`config.mk`:
```
export PLATFORM = sky130hd
export DESIGN_NAME = uart_main_ctrl_flat
export DESIGN_NICKNAME = d
export VERILOG_FILES = /design/src/rtl/uart_main_ctrl_if.sv /design/src/rtl/uart_main_ctrl.sv /design/src/flat_wrapper.sv
export SDC_FILE = /design/constraint.sdc
export NUM_CORES = 1
export LEC_CHECK = 0
export BUFFER_PORTS_ARGS = -buffer_cell sky130_fd_sc_hd__buf_2
export CAP_MARGIN = 20
export CELL_PAD_IN_SITES_DETAIL_PLACEMENT = 1
export CELL_PAD_IN_SITES_GLOBAL_PLACEMENT = 2
export CORE_ASPECT_RATIO = 0.5
export CORE_UTILIZATION = 29
export CTS_BUF_LIST = sky130_fd_sc_hd__clkbuf_4 sky130_fd_sc_hd__clkbuf_8
export CTS_CLUSTER_SIZE = 24
export DETAILED_ROUTE_END_ITERATION = 10
export GPL_TIMING_DRIVEN = 0
export PLACE_DENSITY_LB_ADDON = 0.1
export SYNTH_ARGS = -nofsm -noshare
export SYNTH_HDL_FRONTEND = slang
export SYNTH_SLANG_ARGS = --single-unit
```
`constraint.sdc`:
```
create_clock -name clk_i -period 2.05 [get_ports clk_i]
set_input_delay 0.41 -clock clk_i [delete_from_list [all_inputs] [get_ports clk_i]]
set_output_delay 0.41 -clock clk_i [all_outputs]
set_load 0.05 [all_outputs]
```
`src/rtl/uart_main_ctrl_if.sv`:
```
// Host/datapath-facing signal bundle of the UART main control FSM.
// The slave modport is the controller's view; master is the environment's view.
interface uart_main_ctrl_if;
  logic       interrupt_ackn_i;
  logic [7:0] data_rx_i;
  logic [7:0] data_tx_i;
  logic       tx_done_i;
  logic       req_done_i;
  logic       frame_error_i;
  logic       parity_i;
  logic       overrun_error_i;
  logic       configuration_error_i;
  logic       rx_fifo_empty_i;
  logic       tx_fifo_empty_i;
  logic       rx_fifo_read_i;
  logic       tx_fifo_write_i;
  logic       config_req_slv_i;
  logic       config_req_mst_i;
  logic       std_config_i;
  logic [5:0] config_i;
  logic       data_stream_mode_i;
  logic       req_ackn_i;

  logic       STR_en_o;
  logic [5:0] config_o;
  logic       config_req_mst_o;
  logic       data_stream_mode_o;
  logic       configuration_done_o;
  logic       req_ackn_o;
  logic       rx_fifo_read_o;
  logic       tx_fifo_write_o;
  logic [7:0] data_tx_o;
  logic [3:0] error_o;

  modport master (
    output interrupt_ackn_i, data_rx_i, data_tx_i, tx_done_i, req_done_i,
           frame_error_i, parity_i, overrun_error_i, configuration_error_i,
           rx_fifo_empty_i, tx_fifo_empty_i, rx_fifo_read_i, tx_fifo_write_i,
           config_req_slv_i, config_req_mst_i, std_config_i, config_i,
           data_stream_mode_i, req_ackn_i,
    input  STR_en_o, config_o, config_req_mst_o, data_stream_mode_o,
           configuration_done_o, req_ackn_o, rx_fifo_read_o, tx_fifo_write_o,
           data_tx_o, error_o
  );

  modport slave (
    input  interrupt_ackn_i, data_rx_i, data_tx_i, tx_done_i, req_done_i,
           frame_error_i, parity_i, overrun_error_i, configuration_error_i,
           rx_fifo_empty_i, tx_fifo_empty_i, rx_fifo_read_i, tx_fifo_write_i,
           config_req_slv_i, config_req_mst_i, std_config_i, config_i,
           data_stream_mode_i, req_ackn_i,
    output STR_en_o, config_o, config_req_mst_o, data_stream_mode_o,
           configuration_done_o, req_ackn_o, rx_fifo_read_o, tx_fifo_write_o,
           data_tx_o, error_o
  );
endinterface

```
`src/rtl/uart_main_ctrl.sv`:
```
// UART main control FSM: MAIN-state passthrough, sticky error aggregation and
// the master/slave link-configuration handshake (one 8-bit packet per step, acked).
module uart_main_ctrl #(
  parameter logic [7:0] ACKN_PKT   = 8'hFF,
  parameter logic [3:0] PKT_HDR    = 4'hD,
  parameter logic [5:0] STD_CONFIG = 6'b11_00_00
) (
  input  logic           clk_i,
  input  logic           rst_n_i,
  uart_main_ctrl_if.slave bus
);
  localparam logic [3:0] MAIN              = 4'd0;
  localparam logic [3:0] REQ_MST           = 4'd1;
  localparam logic [3:0] WAIT_REQ_ACKN_MST = 4'd2;
  localparam logic [3:0] SETUP_MST         = 4'd3;
  localparam logic [3:0] WAIT_TX_MST       = 4'd4;
  localparam logic [3:0] WAIT_ACKN_MST     = 4'd5;
  localparam logic [3:0] REQ_SLV           = 4'd6;
  localparam logic [3:0] SEND_ACKN_SLV     = 4'd7;
  localparam logic [3:0] WAIT_TX_SLV       = 4'd8;
  localparam logic [3:0] SETUP_SLV         = 4'd9;

  logic [3:0] state_reg, state_next;
  logic [1:0] idx_reg, idx_next;
  logic [5:0] shadow_reg, shadow_next;
  logic [5:0] config_reg, config_next;
  logic       end_seen_reg, end_seen_next;
  logic       done_reg, done_next;
  logic       stream_reg;
  logic [3:0] sticky_reg;
  logic       cfg_err;
  logic [3:0] err_now;
  logic [7:0] mst_pkt;
  logic       ack_ready;

  assign ack_ready = !bus.rx_fifo_empty_i && (bus.data_rx_i == ACKN_PKT);

  // Outgoing master packet for the current step; END always carries option 00.
  always_comb begin
    mst_pkt = {PKT_HDR, 2'b11, 2'b00};
    case (idx_reg)
      2'd0:    mst_pkt = {PKT_HDR, 2'b00, shadow_reg[5:4]};
      2'd1:    mst_pkt = {PKT_HDR, 2'b01, shadow_reg[3:2]};
      2'd2:    mst_pkt = {PKT_HDR, 2'b10, shadow_reg[1:0]};
      default: mst_pkt = {PKT_HDR, 2'b11, 2'b00};
    endcase
  end

  always_comb begin
    state_next           = state_reg;
    idx_next             = idx_reg;
    shadow_next          = shadow_reg;
    config_next          = config_reg;
    end_seen_next        = end_seen_reg;
    done_next            = 1'b0;
    cfg_err              = 1'b0;
    bus.STR_en_o         = 1'b0;
    bus.config_req_mst_o = 1'b0;
    bus.req_ackn_o       = 1'b0;
    bus.rx_fifo_read_o   = 1'b0;
    bus.tx_fifo_write_o  = 1'b0;
    bus.data_tx_o        = 8'h00;
    case (state_reg)
      MAIN: begin
        bus.STR_en_o        = 1'b1;
        bus.data_tx_o       = bus.data_tx_i;
        bus.rx_fifo_read_o  = bus.rx_fifo_read_i;
        bus.tx_fifo_write_o = bus.tx_fifo_write_i;
        if (bus.config_req_slv_i) begin
          // Slave shadow starts from the active config so unsent fields persist.
          state_next    = REQ_SLV;
          shadow_next   = config_reg;
          end_seen_next = 1'b0;
        end else if (bus.config_req_mst_i) begin
          state_next  = REQ_MST;
          shadow_next = bus.std_config_i ? STD_CONFIG : bus.config_i;
        end
      end
      REQ_MST: begin
        bus.config_req_mst_o = 1'b1;
        if (bus.req_done_i) state_next = WAIT_REQ_ACKN_MST;
      end
      WAIT_REQ_ACKN_MST: begin
        if (!bus.rx_fifo_empty_i) begin
          bus.rx_fifo_read_o = 1'b1;
          if (ack_ready) begin
            idx_next   = 2'd0;
            state_next = SETUP_MST;
          end else begin
            cfg_err    = 1'b1;
            state_next = MAIN;
          end
        end
      end
      SETUP_MST: begin
        bus.data_tx_o       = mst_pkt;
        bus.tx_fifo_write_o = 1'b1;
        state_next          = WAIT_TX_MST;
      end
      WAIT_TX_MST: begin
        bus.data_tx_o = mst_pkt;
        if (bus.tx_done_i) state_next = WAIT_ACKN_MST;
      end
      WAIT_ACKN_MST: begin
        if (!bus.rx_fifo_empty_i) begin
          bus.rx_fifo_read_o = 1'b1;
          if (!ack_ready) begin
            cfg_err    = 1'b1;
            state_next = MAIN;
          end else if (idx_reg == 2'd3) begin
            config_next = shadow_reg;
            done_next   = 1'b1;
            state_next  = MAIN;
          end else begin
            idx_next   = idx_reg + 2'd1;
            state_next = SETUP_MST;
          end
        end
      end
      REQ_SLV: begin
        bus.req_ackn_o = 1'b1;
        if (bus.req_ackn_i) state_next = SEND_ACKN_SLV;
      end
      SEND_ACKN_SLV: begin
        bus.data_tx_o       = ACKN_PKT;
        bus.tx_fifo_write_o = 1'b1;
        state_next          = WAIT_TX_SLV;
      end
      WAIT_TX_SLV: begin
        bus.data_tx_o = ACKN_PKT;
        if (bus.tx_done_i) begin
          if (end_seen_reg) begin
            config_next = shadow_reg;
            done_next   = 1'b1;
            state_next  = MAIN;
          end else begin
            state_next = SETUP_SLV;
          end
        end
      end
      SETUP_SLV: begin
        if (!bus.rx_fifo_empty_i) begin
          bus.rx_fifo_read_o = 1'b1;
          if (bus.data_rx_i[7:4] != PKT_HDR) begin
            cfg_err    = 1'b1;
            state_next = MAIN;
          end else begin
            state_next = SEND_ACKN_SLV;
            case (bus.data_rx_i[3:2])
              2'b00:   shadow_next[5:4] = bus.data_rx_i[1:0];
              2'b01:   shadow_next[3:2] = bus.data_rx_i[1:0];
              2'b10:   shadow_next[1:0] = bus.data_rx_i[1:0];
              default: end_seen_next    = 1'b1;
            endcase
          end
        end
      end
      default: state_next = MAIN;
    endcase
  end

  assign err_now = {bus.configuration_error_i | cfg_err, bus.overrun_error_i,
                    bus.parity_i, bus.frame_error_i};

  always_ff @(posedge clk_i or negedge rst_n_i) begin
    if (!rst_n_i) begin
      state_reg    <= MAIN;
      idx_reg      <= 2'd0;
      shadow_reg   <= STD_CONFIG;
      config_reg   <= STD_CONFIG;
      end_seen_reg <= 1'b0;
      done_reg     <= 1'b0;
      stream_reg   <= 1'b0;
      sticky_reg   <= 4'h0;
    end else begin
      state_reg    <= state_next;
      idx_reg      <= idx_next;
      shadow_reg   <= shadow_next;
      config_reg   <= config_next;
      end_seen_reg <= end_seen_next;
      done_reg     <= done_next;
      if (state_reg == MAIN) stream_reg <= bus.data_stream_mode_i;
      // New errors win over a simultaneous acknowledge.
      sticky_reg   <= (sticky_reg & {4{~bus.interrupt_ackn_i}}) | err_now;
    end
  end

  assign bus.config_o             = config_reg;
  assign bus.configuration_done_o = done_reg;
  assign bus.data_stream_mode_o   = stream_reg;
  assign bus.error_o              = sticky_reg | err_now;
endmodule

```
`src/flat_wrapper.sv`:
```
// flat-port wrapper written by rule: the top's interface ports become plain ports
module uart_main_ctrl_flat 
#(
  parameter logic [7:0] ACKN_PKT   = 8'hFF,
  parameter logic [3:0] PKT_HDR    = 4'hD,
  parameter logic [5:0] STD_CONFIG = 6'b11_00_00
)
  (clk_i, rst_n_i, bus_interrupt_ackn_i, bus_data_rx_i, bus_data_tx_i, bus_tx_done_i, bus_req_done_i, bus_frame_error_i, bus_parity_i, bus_overrun_error_i, bus_configuration_error_i, bus_rx_fifo_empty_i, bus_tx_fifo_empty_i, bus_rx_fifo_read_i, bus_tx_fifo_write_i, bus_config_req_slv_i, bus_config_req_mst_i, bus_std_config_i, bus_config_i, bus_data_stream_mode_i, bus_req_ackn_i, bus_STR_en_o, bus_config_o, bus_config_req_mst_o, bus_data_stream_mode_o, bus_configuration_done_o, bus_req_ackn_o, bus_rx_fifo_read_o, bus_tx_fifo_write_o, bus_data_tx_o, bus_error_o);
  uart_main_ctrl_if bus_i ();
  input  logic clk_i;
  input  logic rst_n_i;
  input wire logic [$bits(bus_i.interrupt_ackn_i)-1:0] bus_interrupt_ackn_i;
  input wire logic [$bits(bus_i.data_rx_i)-1:0] bus_data_rx_i;
  input wire logic [$bits(bus_i.data_tx_i)-1:0] bus_data_tx_i;
  input wire logic [$bits(bus_i.tx_done_i)-1:0] bus_tx_done_i;
  input wire logic [$bits(bus_i.req_done_i)-1:0] bus_req_done_i;
  input wire logic [$bits(bus_i.frame_error_i)-1:0] bus_frame_error_i;
  input wire logic [$bits(bus_i.parity_i)-1:0] bus_parity_i;
  input wire logic [$bits(bus_i.overrun_error_i)-1:0] bus_overrun_error_i;
  input wire logic [$bits(bus_i.configuration_error_i)-1:0] bus_configuration_error_i;
  input wire logic [$bits(bus_i.rx_fifo_empty_i)-1:0] bus_rx_fifo_empty_i;
  input wire logic [$bits(bus_i.tx_fifo_empty_i)-1:0] bus_tx_fifo_empty_i;
  input wire logic [$bits(bus_i.rx_fifo_read_i)-1:0] bus_rx_fifo_read_i;
  input wire logic [$bits(bus_i.tx_fifo_write_i)-1:0] bus_tx_fifo_write_i;
  input wire logic [$bits(bus_i.config_req_slv_i)-1:0] bus_config_req_slv_i;
  input wire logic [$bits(bus_i.config_req_mst_i)-1:0] bus_config_req_mst_i;
  input wire logic [$bits(bus_i.std_config_i)-1:0] bus_std_config_i;
  input wire logic [$bits(bus_i.config_i)-1:0] bus_config_i;
  input wire logic [$bits(bus_i.data_stream_mode_i)-1:0] bus_data_stream_mode_i;
  input wire logic [$bits(bus_i.req_ackn_i)-1:0] bus_req_ackn_i;
  output wire logic [$bits(bus_i.STR_en_o)-1:0] bus_STR_en_o;
  output wire logic [$bits(bus_i.config_o)-1:0] bus_config_o;
  output wire logic [$bits(bus_i.config_req_mst_o)-1:0] bus_config_req_mst_o;
  output wire logic [$bits(bus_i.data_stream_mode_o)-1:0] bus_data_stream_mode_o;
  output wire logic [$bits(bus_i.configuration_done_o)-1:0] bus_configuration_done_o;
  output wire logic [$bits(bus_i.req_ackn_o)-1:0] bus_req_ackn_o;
  output wire logic [$bits(bus_i.rx_fifo_read_o)-1:0] bus_rx_fifo_read_o;
  output wire logic [$bits(bus_i.tx_fifo_write_o)-1:0] bus_tx_fifo_write_o;
  output wire logic [$bits(bus_i.data_tx_o)-1:0] bus_data_tx_o;
  output wire logic [$bits(bus_i.error_o)-1:0] bus_error_o;
  assign bus_i.interrupt_ackn_i = bus_interrupt_ackn_i;
  assign bus_i.data_rx_i = bus_data_rx_i;
  assign bus_i.data_tx_i = bus_data_tx_i;
  assign bus_i.tx_done_i = bus_tx_done_i;
  assign bus_i.req_done_i = bus_req_done_i;
  assign bus_i.frame_error_i = bus_frame_error_i;
  assign bus_i.parity_i = bus_parity_i;
  assign bus_i.overrun_error_i = bus_overrun_error_i;
  assign bus_i.configuration_error_i = bus_configuration_error_i;
  assign bus_i.rx_fifo_empty_i = bus_rx_fifo_empty_i;
  assign bus_i.tx_fifo_empty_i = bus_tx_fifo_empty_i;
  assign bus_i.rx_fifo_read_i = bus_rx_fifo_read_i;
  assign bus_i.tx_fifo_write_i = bus_tx_fifo_write_i;
  assign bus_i.config_req_slv_i = bus_config_req_slv_i;
  assign bus_i.config_req_mst_i = bus_config_req_mst_i;
  assign bus_i.std_config_i = bus_std_config_i;
  assign bus_i.config_i = bus_config_i;
  assign bus_i.data_stream_mode_i = bus_data_stream_mode_i;
  assign bus_i.req_ackn_i = bus_req_ackn_i;
  assign bus_STR_en_o = bus_i.STR_en_o;
  assign bus_config_o = bus_i.config_o;
  assign bus_config_req_mst_o = bus_i.config_req_mst_o;
  assign bus_data_stream_mode_o = bus_i.data_stream_mode_o;
  assign bus_configuration_done_o = bus_i.configuration_done_o;
  assign bus_req_ackn_o = bus_i.req_ackn_o;
  assign bus_rx_fifo_read_o = bus_i.rx_fifo_read_o;
  assign bus_tx_fifo_write_o = bus_i.tx_fifo_write_o;
  assign bus_data_tx_o = bus_i.data_tx_o;
  assign bus_error_o = bus_i.error_o;
  uart_main_ctrl #(.ACKN_PKT(ACKN_PKT), .PKT_HDR(PKT_HDR), .STD_CONFIG(STD_CONFIG)) u_core (.clk_i(clk_i), .rst_n_i(rst_n_i), .bus(bus_i));
endmodule
```
==> results of run 1 <==
## routing by layer
metal,track usage (%),routed length (um),vias to the layer above
met2,32.48,2788,50
li1,-,-,904
met1,29.22,3155,926
met5,0,0,-
met4,1.714,14,0
met3,3.922,275,2
## worst max path at each step
stage                                    from               end  slack (ns)  cells after the start
after floorplan           u_core.state_reg[0]  bus_data_tx_o[2]       -0.15                      6
after global placement    u_core.state_reg[3]  bus_data_tx_o[1]       -0.39                      6
after detailed placement  u_core.state_reg[3]  bus_data_tx_o[1]       -0.39                      6
after CTS                   u_core.idx_reg[1]  bus_data_tx_o[1]       -0.16                      4
after global routing        u_core.idx_reg[1]  bus_data_tx_o[1]       -0.27                      4
final                     u_core.state_reg[1]  bus_data_tx_o[1]       -0.18                      6
## synth_stat cells, types with 2 or more instances
master / instances / area share (%)
a21o_1: 4 / 1.8
a21oi_1: 7 / 2.1
a222oi_1: 2 / 1.2
a22o_1: 5 / 2.6
a22oi_1: 4 / 1.8
a311oi_1: 2 / 1.0
a32oi_1: 2 / 1.0
buf_2: 3 / 0.88
clkbuf_1: 5 / 1.1
dfrtp_1: 21 / 31
dfstp_2: 4 / 6.2
ha_1: 4 / 2.9
inv_1: 9 / 2.0
mux2_2: 10 / 6.6
mux2i_1: 2 / 1.2
nand2_1: 23 / 5.1
nand2b_1: 3 / 1.1
nand3_1: 5 / 1.5
nor2_1: 15 / 3.3
nor2b_1: 4 / 1.5
nor3_1: 7 / 2.1
nor3b_1: 2 / 0.88
nor4_1: 3 / 1.1
o211ai_1: 2 / 0.88
o21ai_0: 10 / 2.9
o221ai_1: 2 / 1.0
o2bb2ai_1: 6 / 3.1
o311ai_0: 2 / 1.0
or2_2: 4 / 1.5
## cell usage in the layout, fill, tap and decap left out, types with 5 or more instances in the layout
cell / instances
a21oi_1: 5
a22o_1: 5
buf_2: 51
buf_4: 25
buf_6: 8
buf_8: 7
clkbuf_8: 5
dfrtp_1: 18
inv_1: 7
mux2_2: 10
nand2_1: 13
nand2_2: 6
nor2_1: 12
nor3_1: 5
o21ai_0: 6
o2bb2ai_1: 6
## cell families after synthesis
family	after synthesis
buffers and inverters	18
AND/OR/NAND/NOR	74
flip-flops	25
AO/OA/AOI/OAI	58
multiplexers	12
adder cells (fa/ha/maj)	4
## area by class of cell
type / count / area, um^2 / area share (%)
Multi-Input combinational cell: 148 / 1201 / 44.24
Sequential cell: 25 / 634.4 / 23.36
Timing Repair Buffer: 89 / 613.1 / 22.58
Tap cell: 73 / 91.34 / 3.364
Buffer: 8 / 88.84 / 3.272
Clock buffer: 3 / 41.29 / 1.521
Inverter: 9 / 36.28 / 1.336
Clock inverter: 1 / 8.758 / 0.3226
## power by group
part	switching [uW]	leakage, uW	internal (uW)	total (uW)
clock network	186	0.0000261	143	329
logic	1860	0.000918	1390	3240
registers	115	0.000304	612	727
total	2160	0.00125	2140	4300
## timing repair
action,CTS,global route
gates resized for setup,65,17
pin swaps,17,13
setup endpoints to repair,23,20
gates cloned,1,0
setup buffers,23,2
## stage by stage
| step | power [uW] | hold WS [ns] | TNS [ns] |
|---|---|---|---|
| global route | 4498 | 0.1782 | -1.964 |
| global placement | 2933 | 0.4507 | -3.981 |
| floorplan | 2443 | 0.1144 | -0.4083 |
| detailed placement | 2952 | 0.4571 | -4.254 |
| finish | 4298 | 0.1221 | -1.240 |
| CTS | 4101 | 0.1460 | -0.8962 |
==> flow_metrics.env, run 1 <==
export IMPL_crit_required_ns=1.64
export IMPL_postPlaceCellArea_um2=2185
export IMPL_cts_buffers_inserted=3
export IMPL_synth_edf_count=0
export IMPL_detail_route_iter0_violations=57
export IMPL_drive_gt1_share_pct=56.54
export IMPL_worstSetupPathType="register to output pin"
export IMPL_die_area_um2=6206
export IMPL_grt_pass1_vias=1911
export IMPL_hold_class="input port to asynchronous set/reset pin"
export IMPL_worst_clock_skew_ns=0.003770
export IMPL_drc=0
export IMPL_boundaryPins=65
export IMPL_critPathMostFrequentCell="buf_6"
export IMPL_min_period_over_period_pct=109.0
export IMPL_drt_pass1_iterations=4
export IMPL_synthArstFlopShare_pct=100.0
export IMPL_netlist_area_um2=1704
export IMPL_vdd_drop_max_mv=1.747
export IMPL_period_minus_slack_ns=2.235
export IMPL_synth_xor_area_share_pct=0
export IMPL_cts_tree="yes"
export IMPL_reg2reg_slack_ns=0.09
export IMPL_num_antenna_cells=0
export IMPL_slew_headroom_pct=60.10
export IMPL_dpl_cell_count=327
export IMPL_gp_congestion=0.7862
export IMPL_violations="negative setup slack"
export IMPL_ctsLongestPathBuffers=2
export IMPL_nets=328
export IMPL_antenna_found_initial=0
export IMPL_chipHeight_um=56.21
export IMPL_setup_ws_ns=-0.1847
export IMPL_power_density_nw_per_um2=1583
export IMPL_synthSimpleGateAreaFrac_pct=22.32
export IMPL_dr_total_vias=1882
export IMPL_hpwl_um=4308
export IMPL_portBuffers=63
export IMPL_vias_per_cell=5.287
export IMPL_crit_chain="buf_6 -> nor4_4 -> clkbuf_8 -> nand2_1 -> o311ai_4 -> buf_6"
export IMPL_clockRootBuffer="clkbuf_8"
export IMPL_cpPeakStageDelay_ns=0.44
export IMPL_status="finished with violations"
export IMPL_h_tree_depth=1
export IMPL_cp_num_buf_inv=3
export IMPL_routed_wirelength_um=6235
export IMPL_synth_distinct_cells=48
export IMPL_r2r_cells=6
export IMPL_slowest_stage="dfrtp_2"
export IMPL_avgSynthCellArea_um2=8.922
export IMPL_synth_warnings=0
export IMPL_place_ws_ns=-0.3885
export IMPL_postRouteAntennaNets=0
export IMPL_yosysSeqAreaShare_pct=37.00
export IMPL_final_cell_area_um2=2715
export IMPL_hold_viol=0
export IMPL_reg2reg_from="u_core.state_reg[2]"
export IMPL_cap_violations=0
export IMPL_synth_top_flop_cell="dfrtp_1"
export IMPL_nFillCells=655
export IMPL_cp_arrival_ns=1.82
export IMPL_crit_family="buffers and inverters"
export IMPL_synth_compound_gate_area_share_pct=25.77
export IMPL_clk_pin_slew_ns=0.10
export IMPL_die_width_um=110.4
export IMPL_cts_sinks=25
export IMPL_clk_latency_ns=0.28
export IMPL_core_area_um2=5563
export IMPL_slew_viol_final=0
export IMPL_synthAdderAreaFrac_pct=2.937
export IMPL_grt_start_max_net_pins=26
export IMPL_instances_no_fill=356
export IMPL_start_util_pct=30.63
export IMPL_power_leakage_uw=0.001248
export IMPL_grt_ovfl_total=0
export IMPL_start_kind="register"
export IMPL_setup_viol=10
export IMPL_fmax_mhz=447.5
export IMPL_final_util_pct=48.81
export IMPL_area_growth_pct=59.32
export IMPL_hold_buffers=0
export IMPL_synth_top_family_by_area="compound AO/OA/AOI/OAI gates"
export IMPL_num_rows=19
export IMPL_end_kind="output pin"
export IMPL_synthMuxAreaShare_pct=7.783
export IMPL_ys_seq_elements=25
export IMPL_reg2reg_to="u_core.state_reg[0]"
export IMPL_rsz0062_at_grt="yes"
export IMPL_grt_usage_pct=20.22
export IMPL_wl_per_cell_um=17.51
export IMPL_worst_pin_slew_ns=0.5985
export IMPL_grt_pass1_wl_um=9949
export IMPL_synth_cells=191
export IMPL_syn_nets=235
export IMPL_crit_fanout=5
(Power assumes the default switching activity.)
==> inputs of run 2 (changes only) <==
--- a/config.mk
+++ b/config.mk
@@ -16,6 +16,7 @@
 export DETAILED_ROUTE_END_ITERATION = 10
 export GPL_TIMING_DRIVEN = 0
 export PLACE_DENSITY_LB_ADDON = 0.1
+export SETUP_SLACK_MARGIN = 0.05
 export SYNTH_ARGS = -nofsm -noshare
 export SYNTH_HDL_FRONTEND = slang
 export SYNTH_SLANG_ARGS = --single-unit
==> run 2 against run 1 <==
The run still ends with negative setup slack left. Fmax is 2.8% lower. Clock skew is 0.00075 ns higher. Critical path depth is 1 lower. Non-clock buffer count is 1 higher. Die area stayed put. Worst setup slack worse by 0.064 ns. Flip-flop and latch count stayed put. Highest routed layer unchanged. Count of clock-buffer cells in the layout stayed put. Global-route usage is 0.97 points higher.
==> flow_metrics.env, run 2 (synthesis gave the netlist of run 1 again) <==
export IMPL_r2r_cells=7
export IMPL_clockRootBuffer="clkbuf_8"
export IMPL_grt_pass1_vias=1952
export IMPL_violations="negative setup slack"
export IMPL_setup_viol=11
export IMPL_slew_headroom_pct=59.19
export IMPL_vias_per_cell=5.387
export IMPL_routed_wirelength_um=6282
export IMPL_setup_ws_ns=-0.2487
export IMPL_clk_latency_ns=0.28
export IMPL_nets=329
export IMPL_finalPower_uw=4387
export IMPL_status="finished with violations"
export IMPL_gp_congestion=0.7832
export IMPL_cp_arrival_ns=1.89
export IMPL_hold_class="input port to asynchronous set/reset pin"
export IMPL_power_leakage_uw=0.001258
export IMPL_cts_buffers_inserted=3
export IMPL_period_minus_slack_ns=2.299
export IMPL_ctsLongestPathBuffers=2
export IMPL_drt_pass1_iterations=4
export IMPL_cts_tree="yes"
export IMPL_grt_usage_pct=21.19
export IMPL_die_width_um=110.4
export IMPL_tns_ns=-1.664
export IMPL_wl_per_cell_um=17.60
export IMPL_rsz0062_at_grt="yes"
export IMPL_start_util_pct=30.63
export IMPL_start_kind="register"
export IMPL_cap_violations=0
export IMPL_vdd_drop_max_mv=1.366
export IMPL_crit_fanout=3
export IMPL_hold_ws_ns=0.1189
export IMPL_num_antenna_cells=0
export IMPL_dr_total_vias=1923
export IMPL_hold_viol=0
export IMPL_reg2reg_to="u_core.state_reg[0]"
export IMPL_core_area_um2=5563
export IMPL_postRouteAntennaNets=0
export IMPL_chipHeight_um=56.21
export IMPL_grt_ovfl_total=0
export IMPL_portBuffers=63
export IMPL_power_density_nw_per_um2=1597
export IMPL_area_growth_pct=61.16
export IMPL_fmax_mhz=435.0
export IMPL_reg2reg_slack_ns=0.12
export IMPL_cts_sinks=25
export IMPL_drc=0
export IMPL_crit_required_ns=1.64
export IMPL_num_rows=19
export IMPL_crit_start="u_core.idx_reg[0]"
export IMPL_min_period_over_period_pct=112.1
export IMPL_h_tree_depth=1
export IMPL_reg2reg_from="u_core.state_reg[2]"
export IMPL_layout_common_cells="50 x buf_2, 26 x buf_4, 17 x dfrtp_1"
export IMPL_clk_pin_slew_ns=0.10
export IMPL_nFillCells=654
export IMPL_boundaryPins=65
export IMPL_drive_gt1_share_pct=58.45
export IMPL_antenna_found_initial=0
export IMPL_place_ws_ns=-0.3883
export IMPL_detail_route_iter0_violations=83
export IMPL_die_area_um2=6206
export IMPL_final_util_pct=49.37
export IMPL_end_kind="output pin"
export IMPL_worst_clock_skew_ns=0.004522
export IMPL_hpwl_um=4339
export IMPL_mostFrequentLayoutCell="buf_2"
export IMPL_worstSetupPathType="register to output pin"
export IMPL_slew_viol_final=0
export IMPL_grt_start_max_net_pins=26
export IMPL_grt_pass1_wl_um=10430
export IMPL_worst_pin_slew_ns=0.6121
==> run 2: cell types whose count changed in the layout (fill, tap and decap cells not counted), moves of 2 or more <==
| cell | before | now |
|---|---|---|
| buf_6 | 8 | 10 |
| o21ai_0 | 6 | 4 |
| nand2_4 | 4 | 1 |
| nand2_2 | 6 | 10 |
==> run 2: power by group <==
part           leakage, uW  internal, uW  switching (uW)  total (uW)
Clock            0.0000261           143             189         332
Combinational     0.000930          1470            1860        3330
Sequential        0.000302           612             111         723
==> run 2: final cells by class <==
cell class | count | area [um^2] | area share (%)
Buffer | 8 | 88.84 | 3.235
Clock buffer | 3 | 41.29 | 1.503
Clock inverter | 1 | 8.758 | 0.3189
Inverter | 9 | 36.28 | 1.321
Multi-Input combinational cell | 148 | 1219 | 44.37
Sequential cell | 25 | 635.6 | 23.14
Tap cell | 73 | 91.34 | 3.326
Timing Repair Buffer | 90 | 625.6 | 22.78
==> run 2: layer usage <==
metal / wire [um] / up-vias / track usage, %
li1: - / 913 / -
met1: 3066 / 951 / 30.26
met2: 2913 / 55 / 34.16
met3: 274 / 4 / 4.248
met4: 29 / 0 / 2.286
met5: 0 / - / 0
==> run 2: critical path, stage by stage, from the launching register on <==
cell and delay (ns):
dfrtp_1 0.43, buf_6 0.14, ha_4 0.16, a222oi_1 0.57, o311ai_4 0.13, buf_6 0.17
==> run 2: worst max path at each step <==
| stage | endpoint | slack (ns) | cells past startpoint |
|---|---|---|---|
| after floorplan | bus_data_tx_o[2] | -0.15 | 6 |
| after global placement | bus_data_tx_o[1] | -0.39 | 6 |
| after detailed placement | bus_data_tx_o[1] | -0.39 | 6 |
| after CTS | bus_data_tx_o[0] | -0.23 | 5 |
| after global routing | bus_data_tx_o[0] | -0.29 | 5 |
| final | bus_data_tx_o[0] | -0.25 | 5 |
==> run 2: stage by stage <==
stage	std cells	area [um^2]
global route	357	2746
floorplan	191	1779
detailed placement	327	2186
global placement	327	2186
CTS	352	2648
finish	357	2746
==> run 2: timing repair <==
item	4_1_cts	5_1_grt
pin swaps	19	11
hold buffers	0	0
endpoints found under the setup margin	28	21
resized for setup	71	24
cloned	1	0
buffers inserted	21	5
==> inputs of run 3 (changes only) <==
--- a/config.mk
+++ b/config.mk
@@ -16,7 +16,8 @@
 export DETAILED_ROUTE_END_ITERATION = 10
 export GPL_TIMING_DRIVEN = 0
 export PLACE_DENSITY_LB_ADDON = 0.1
-export SETUP_SLACK_MARGIN = 0.05
+export SETUP_SLACK_MARGIN = 0.4
 export SYNTH_ARGS = -nofsm -noshare
 export SYNTH_HDL_FRONTEND = slang
 export SYNTH_SLANG_ARGS = --single-unit
+export TNS_END_PERCENT = 100
==> run 3 against run 2 <==
The flow still finishes with violations (negative setup slack). Non-clock buffer count grew 14. Final area grew 15%. Sequential power shrank 2%. Worst hold slack improved by 0.019 ns. Clock power down 2%. Critical endpoint is now bus_data_tx_o[1].
==> flow_metrics.env, run 3 (synthesis gave the netlist of run 1 again) <==
export IMPL_worst_pin_slew_ns=0.6999
export IMPL_slowest_stage="a222oi_1"
export IMPL_clockRootBuffer="clkbuf_8"
export IMPL_cts_tree="yes"
export IMPL_grt_ovfl_total=0
export IMPL_portBuffers=63
export IMPL_clk_latency_ns=0.28
export IMPL_postRouteAntennaNets=0
export IMPL_hold_viol=0
export IMPL_worst_clock_skew_ns=0.007473
export IMPL_grt_pass1_wl_um=11160
export IMPL_setup_ws_ns=-0.2568
export IMPL_h_tree_depth=1
export IMPL_drive_gt1_share_pct=68.46
export IMPL_start_kind="register"
export IMPL_grt_usage_pct=22.74
export IMPL_grt_pass1_vias=2036
export IMPL_num_antenna_cells=0
export IMPL_slew_viol_final=0
export IMPL_end_kind="output pin"
export IMPL_chipHeight_um=56.21
export IMPL_boundaryPins=65
export IMPL_mostFrequentLayoutCell="buf_2"
export IMPL_min_period_over_period_pct=112.5
export IMPL_hold_class="input port to asynchronous set/reset pin"
export IMPL_cap_violations=0
export IMPL_start_util_pct=30.63
export IMPL_cp_arrival_ns=1.90
export IMPL_slew_headroom_pct=53.34
export IMPL_cp_num_buf_inv=1
export IMPL_antenna_found_initial=0
export IMPL_fmax_mhz=433.5
export IMPL_period_minus_slack_ns=2.307
export IMPL_layout_common_cells="49 x buf_2, 26 x buf_4, 19 x buf_6, 19 x dfrtp_1, 14 x buf_8"
export IMPL_status="finished with violations"
export IMPL_finalPower_uw=5218
export IMPL_die_width_um=110.4
export IMPL_area_growth_pct=85.68
export IMPL_nets=343
export IMPL_drc=0
export IMPL_cts_sinks=25
export IMPL_power_density_nw_per_um2=1649
export IMPL_reg2reg_slack_ns=-0.04
export IMPL_r2r_cells=10
export IMPL_reg2reg_from="u_core.state_reg[0]"
export IMPL_vias_per_cell=5.410
export IMPL_setup_viol=14
export IMPL_wl_per_cell_um=19.89
export IMPL_routed_wirelength_um=7380
export IMPL_gp_congestion=0.7769
export IMPL_die_area_um2=6206
export IMPL_hold_ws_ns=0.1378
export IMPL_vdd_drop_max_mv=1.263
export IMPL_crit_required_ns=1.64
export IMPL_detail_route_iter0_violations=56
export IMPL_worstSetupPathType="register to output pin"
export IMPL_crit_family="compound AO/OA/AOI/OAI gates"
export IMPL_grt_start_max_net_pins=26
export IMPL_crit_fanout=4
export IMPL_cpPeakStageDelay_ns=0.66
export IMPL_reg2reg_to="u_core.idx_reg[0]"
export IMPL_drt_pass1_iterations=4
export IMPL_dr_total_vias=2007
export IMPL_cts_buffers_inserted=3
export IMPL_power_leakage_uw=0.001428
export IMPL_rsz0062_at_grt="yes"
export IMPL_ctsLongestPathBuffers=2
export IMPL_num_rows=19
export IMPL_core_area_um2=5563
export IMPL_hold_buffers=0
export IMPL_hpwl_um=4384
export IMPL_violations="negative setup slack"
export IMPL_clk_pin_slew_ns=0.10
export IMPL_crit_chain="ha_2 -> a222oi_1 -> o311ai_4 -> buf_6"
-- run 3: worst max-delay path by stage --
stage                              from          endpoint  slack, ns  cells past startpoint
detailed placement  u_core.state_reg[3]  bus_data_tx_o[1]      -0.34                      6
CTS                   u_core.idx_reg[0]  bus_data_tx_o[1]      -0.24                      5
finish                u_core.idx_reg[1]  bus_data_tx_o[1]      -0.26                      4
global placement    u_core.state_reg[3]  bus_data_tx_o[1]      -0.39                      6
floorplan           u_core.state_reg[0]  bus_data_tx_o[2]      -0.14                      6
global route        u_core.state_reg[0]  bus_data_tx_o[0]      -0.30                      7
-- run 3: through the flow --
stage               area [um^2]  worst slack (ns)  cells  setup TNS (ns)  utilization [%]
floorplan                  1824           -0.1439    191         -0.3963                -
global placement           2231           -0.3860    327          -3.767            40.10
detailed placement         2231           -0.3416    327          -3.244            40.10
CTS                        2924           -0.2371    358          -1.262            52.56
global route               3164           -0.3037    371          -2.809            56.88
finish                     3164           -0.2568    371          -1.755            56.88
-- run 3: layer usage --
layer / track usage, % / part of all wire [%] / vias to the layer above
met2: 37.44 / 48 / 57
met5: 0 / 0 / -
met4: 2.476 / 0.99 / 0
met3: 4.902 / 4.0 / 8
met1: 31.64 / 47 / 1009
li1: - / - / 933
-- run 3: what timing repair did --
item                       in CTS  in global routing
pin swaps                      25                 13
setup endpoints to repair      35                 33
cloned                          1                  1
setup buffers                  26                 12
gates resized for setup       116                 38
-- run 3: final cells by class --
class | instances | area, um^2
buffer | 9 | 123.9
clock buffer | 3 | 41.29
clock inverter | 1 | 8.758
fill | 600 | 2399
inverter | 9 | 41.29
multi-input combinational | 148 | 1426
sequential | 25 | 633.1
tap | 73 | 91.34
timing repair buffer | 103 | 798.3
-- run 3: worst reg2reg max path: cells and delay by family, from the launching register on --
| family | cells | cell delay (ns) |
|---|---|---|
| multiplexers | 1 | 0.29 |
| AO/OA/AOI/OAI | 1 | 0.08 |
| AND/OR/NAND/NOR | 2 | 0.61 |
| flip-flops | 1 | 0.37 |
| buffers and inverters | 6 | 0.63 |
-- run 3: power breakdown --
group	leakage (uW)	internal [uW]	total (uW)	switching, uW
Combinational	0.00110	1950	4180	2230
Sequential	0.000305	610	712	102
Clock	0.0000261	143	327	184
Total	0.00143	2700	5220	2520
